--- src/rtl/seq_mult_acc.sv ---
// Shift-and-add multiplier with optional accumulate: one 2*WIDTH-bit adder is
// reused over WIDTH cycles; product/cout load on the final add and done then pulses for one cycle.
module seq_mult_acc #(
  parameter int WIDTH = 4
) (
  input  logic               clk,
  input  logic               rst_n,
  input  logic               start,
  input  logic               acc,
  input  logic [WIDTH-1:0]   a,
  input  logic [WIDTH-1:0]   b,
  output logic               busy,
  output logic               done,
  output logic [2*WIDTH-1:0] product,
  output logic               cout
);
  localparam int PW = 2 * WIDTH;
  localparam int CW = $clog2(WIDTH);
  localparam logic [CW-1:0] LAST = CW'(WIDTH - 1);

  typedef enum logic [1:0] {IDLE, RUN, DONE} state_t;

  state_t          state, state_nxt;
  logic [PW-1:0]   m_reg;
  logic [PW-1:0]   p_reg;
  logic [WIDTH-1:0] q_reg;
  logic [CW-1:0]   cnt;
  logic            c_reg;
  logic [PW:0]     sum;
  logic [PW-1:0]   p_nxt;
  logic            c_nxt;

  always_comb begin
    sum   = {1'b0, p_reg} + {1'b0, m_reg};
    p_nxt = q_reg[0] ? sum[PW-1:0] : p_reg;
    c_nxt = c_reg | (q_reg[0] & sum[PW]);
  end

  always_ff @(posedge clk or negedge rst_n) begin
    if (!rst_n) state <= IDLE;
    else        state <= state_nxt;
  end

  always_comb begin
    state_nxt = state;
    busy      = 1'b0;
    done      = 1'b0;
    case (state)
      IDLE: if (start) state_nxt = RUN;
      RUN: begin
        busy = 1'b1;
        if (cnt == LAST) state_nxt = DONE;
      end
      DONE: begin
        busy      = 1'b1;
        done      = 1'b1;
        state_nxt = IDLE;
      end
      default: state_nxt = IDLE;
    endcase
  end

  always_ff @(posedge clk or negedge rst_n) begin
    if (!rst_n) begin
      m_reg   <= '0;
      p_reg   <= '0;
      q_reg   <= '0;
      cnt     <= '0;
      c_reg   <= 1'b0;
      product <= '0;
      cout    <= 1'b0;
    end else begin
      case (state)
        IDLE: if (start) begin
          m_reg <= {{WIDTH{1'b0}}, a};
          q_reg <= b;
          cnt   <= '0;
          p_reg <= acc ? product : '0;
          c_reg <= 1'b0;
        end
        RUN: begin
          p_reg <= p_nxt;
          c_reg <= c_nxt;
          m_reg <= m_reg << 1;
          q_reg <= q_reg >> 1;
          cnt   <= cnt + 1'b1;
          // Result registers load on the last add so they are valid while done is high.
          if (cnt == LAST) begin
            product <= p_nxt;
            cout    <= c_nxt;
          end
        end
        default: ;
      endcase
    end
  end
endmodule

--- config.mk ---
export PLATFORM = sky130hd
export DESIGN_NAME = seq_mult_acc
export DESIGN_NICKNAME = d
export VERILOG_FILES = /design/src/rtl/seq_mult_acc.sv
export SDC_FILE = /design/constraint.sdc
export NUM_CORES = 1
export LEC_CHECK = 0
export CAP_MARGIN = 40
export CORE_UTILIZATION = 55
export DETAILED_ROUTE_END_ITERATION = 7
export PLACE_DENSITY_LB_ADDON = 0.15
export SLEW_MARGIN = 20
export SYNTH_ARGS = -nofsm -noshare
export SYNTH_HDL_FRONTEND = slang
export SYNTH_SLANG_ARGS = --single-unit
--- constraint.sdc ---
create_clock -name clk -period 5.9 [get_ports clk]
set_input_delay 1.77 -clock clk [delete_from_list [all_inputs] [get_ports clk]]
set_output_delay 1.77 -clock clk [all_outputs]
set_load 0.02 [all_outputs]
==> flow_metrics.env <==
export IMPL_outcome="completed"
export IMPL_tritoncts="built"
export IMPL_synthToLayoutAreaGrowth_pct=18.1
export IMPL_coreArea_um2=3360
export IMPL_cp_max_fo=3
export IMPL_nFillCells=296
export IMPL_io_pins=23
export IMPL_power_frac_seq_pct=32.6
export IMPL_crit_chain="inv_1 -> ha_1 -> clkdlybuf4s50_1"
export IMPL_antenna_found_initial=0
export IMPL_grt_ovfl_total=0
export IMPL_diodes=0
export IMPL_worst_hold_path_type="register to register"
export IMPL_comb_power_share_pct=54.7
export IMPL_clk_pin_slew_ns=0.10
export IMPL_netlist_cell_type_count=46
export IMPL_slowest_stage="clkdlybuf4s50_1"
export IMPL_vias_per_cell=6.03
export IMPL_slew_viol_final=0
export IMPL_skew_ns=0.00547
export IMPL_hold_viol=0
export IMPL_max_freq_mhz=288
export IMPL_post_route_drc_count=0
export IMPL_cts_sinks=34
export IMPL_start_util_pct=58.3
export IMPL_pre_cts_ws_ns=2.34
export IMPL_drive_gt1_share_pct=7.59
export IMPL_grt_pass1_vias=1592
export IMPL_p_leak_nw=1.06
export IMPL_drt_iter0_markers=102
export IMPL_synth_ff_type="dfrtp_1"
export IMPL_setup_worst_path_start_class="register"
export IMPL_p_per_area_nw_per_um2=539
export IMPL_synth_area_top_cells="dfrtp_1 43%, ha_1 7.7%, nand2_1 5.6%, o21ai_0 4.3%, a21oi_1 4.1%"
export IMPL_yosys_area_top_type="dfrtp_1"
export IMPL_async_flop_share_pct=100
export IMPL_cts_resized=0
export IMPL_post_drt_wl_per_cell_um=16.7
export IMPL_synth_common_cells="34 x dfrtp_1, 29 x nand2_1, 17 x o21ai_0"
export IMPL_port_buffers=22
export IMPL_vdd_ir_drop_max_mv=0.299
export IMPL_critPathMaxStageDelay_ns=0.59
export IMPL_fp_row_count=21
export IMPL_dp_hpwl_um=3320
export IMPL_dieWidth_um=61.7
export IMPL_r2r_setup_slack_ns=3.67
export IMPL_multi_input_area_um2=1040
export IMPL_post_cts_buffers=0
export IMPL_path_class="register to primary output"
export IMPL_power_switching_mw=0.560
export IMPL_cts_path_max_buffers=2
export IMPL_setup_tns_ns=0
export IMPL_die_area_um2=3810
export IMPL_htreeDepth=2
export IMPL_antenna_left=0
export IMPL_grt_start_max_net_pins=35
export IMPL_ys_seq_elements=34
export IMPL_clkPwrFrac_pct=12.7
export IMPL_syn_nets=237
export IMPL_grt_pass1_wl_um=7400
export IMPL_nets=261
export IMPL_die_y_um=61.7
export IMPL_tightestPinTransition_ns=0.714
export IMPL_min_period_ns=3.47
export IMPL_cts_hold_buf=0
export IMPL_avgSynthCellArea_um2=9.25
export IMPL_syn_instance_count=212
export IMPL_end_kind="primary output"
export IMPL_total_power_mw=1.25
export IMPL_seq_area_frac_synth_pct=43.4
export IMPL_synth_edf_count=0
export IMPL_synth_area_um2=1960
export IMPL_fin_ws_ns=2.43
export IMPL_max_cap_violations=0
export IMPL_root_buffer="clkbuf_4"
export IMPL_period_share_pct=58.8
export IMPL_relSlewSlack_pct=52.3
export IMPL_rsz0062_at_grt="false"
export IMPL_setup_viol=0
export IMPL_yosysTopAreaCellShare_pct=43.4
export IMPL_clk_latency_ns=0.34
export IMPL_synth_most_common_cell="dfrtp_1"
export IMPL_required_ns=4.13
export IMPL_crit_arrival_ns=1.70
export IMPL_switching_share_pct=44.9
export IMPL_regArea_um2=851
export IMPL_synth_warning_count=0
export IMPL_cts_buffers=5
export IMPL_drt_total_wl_um=4720
export IMPL_drtPass1Iterations=4
export IMPL_gp_congestion=0.856
export IMPL_vias=1707
export IMPL_p_int_mw=0.688
export IMPL_grt_usage_pct=27.9
==> path summary, 6_finish.rpt <==
path	start	to	cells past startpoint
max	state[1]	busy	3
max reg2reg	m_reg[0]	product[6]	8
max in group asynchronous	rst_n	state[0]	2
min	q_reg[1]	q_reg[1]	2
min in group asynchronous	rst_n	m_reg[5]	2
min reg2reg	q_reg[1]	q_reg[1]	2
==> metrics by stage <==
| step | cells | instance area (µm²) | util (%) | hold WS, ns |
|---|---|---|---|---|
| 6_report | 283 | 2320 | 68.9 | 0.508 |
| 5_1_grt | 283 | 2320 | 68.9 | 0.558 |
| 4_1_cts | 282 | 2300 | 68.4 | 0.516 |
| 3_5_place_dp | 274 | 2220 | 66.1 | 0.492 |
| 3_3_place_gp | 273 | 2210 | 65.7 | 0.468 |
| 2_1_floorplan | 212 | 1960 | - | 0.450 |
==> worst max-delay path, delay by kind of cell, from the launching register on <==
| kind | cells | cell delay [ns] |
|---|---|---|
| buffers and inverters | 2 | 0.67 |
| adder cells (fa/ha/maj) | 1 | 0.28 |
| flip-flops | 1 | 0.42 |
==> metal layers <==
layer	part of all wire, %	vias up	GRT usage (%)
met5	0	-	0
met4	2.2	0	10.8
met3	4.6	11	6.42
met2	51	55	47.2
met1	42	831	35.0
li1	-	810	-
==> logic make-up after synthesis <==
| kind of cell | after synthesis | share of synthesized area, % |
|---|---|---|
| buf+inv | 17 | 3.51 |
| simple gates | 71 | 17.4 |
| xor+xnor | 3 | 1.34 |
| fa+ha+maj | 13 | 8.68 |
| flops | 34 | 43.4 |
| compound gates | 66 | 21.5 |
| mux | 8 | 4.15 |
==> area by class of cell <==
type / count / share of cell area [%]
tap: 46 / 2.49
timing repair buffer: 25 / 11.0
sequential: 34 / 36.7
inverter: 9 / 1.46
multi-input combinational: 161 / 44.9
clock buffer: 8 / 3.40
==> layout by cell type (no fill, tap or decap), drive strengths merged, types with 5 or more instances in the layout <==
| cell | count |
|---|---|
| a21oi | 17 |
| clkdlybuf4s50 | 22 |
| a22o | 5 |
| and3 | 8 |
| mux2i | 7 |
| nand2 | 29 |
| nor2 | 16 |
| dfrtp | 34 |
| ha | 12 |
| inv | 9 |
| clkbuf | 8 |
| nand3 | 5 |
| o21ai | 25 |
==> power by group through the flow <==
stage	registers (mW)	logic (mW)	clock network, mW
2_1_floorplan	0.410	0.457	0
3_3_place_gp	0.404	0.624	0
3_5_place_dp	0.407	0.660	0
4_1_cts	0.404	0.668	0.162
5_1_grt	0.419	0.755	0.173
6_report	0.407	0.683	0.158
Note: power is estimated with default switching activity, not from simulation.
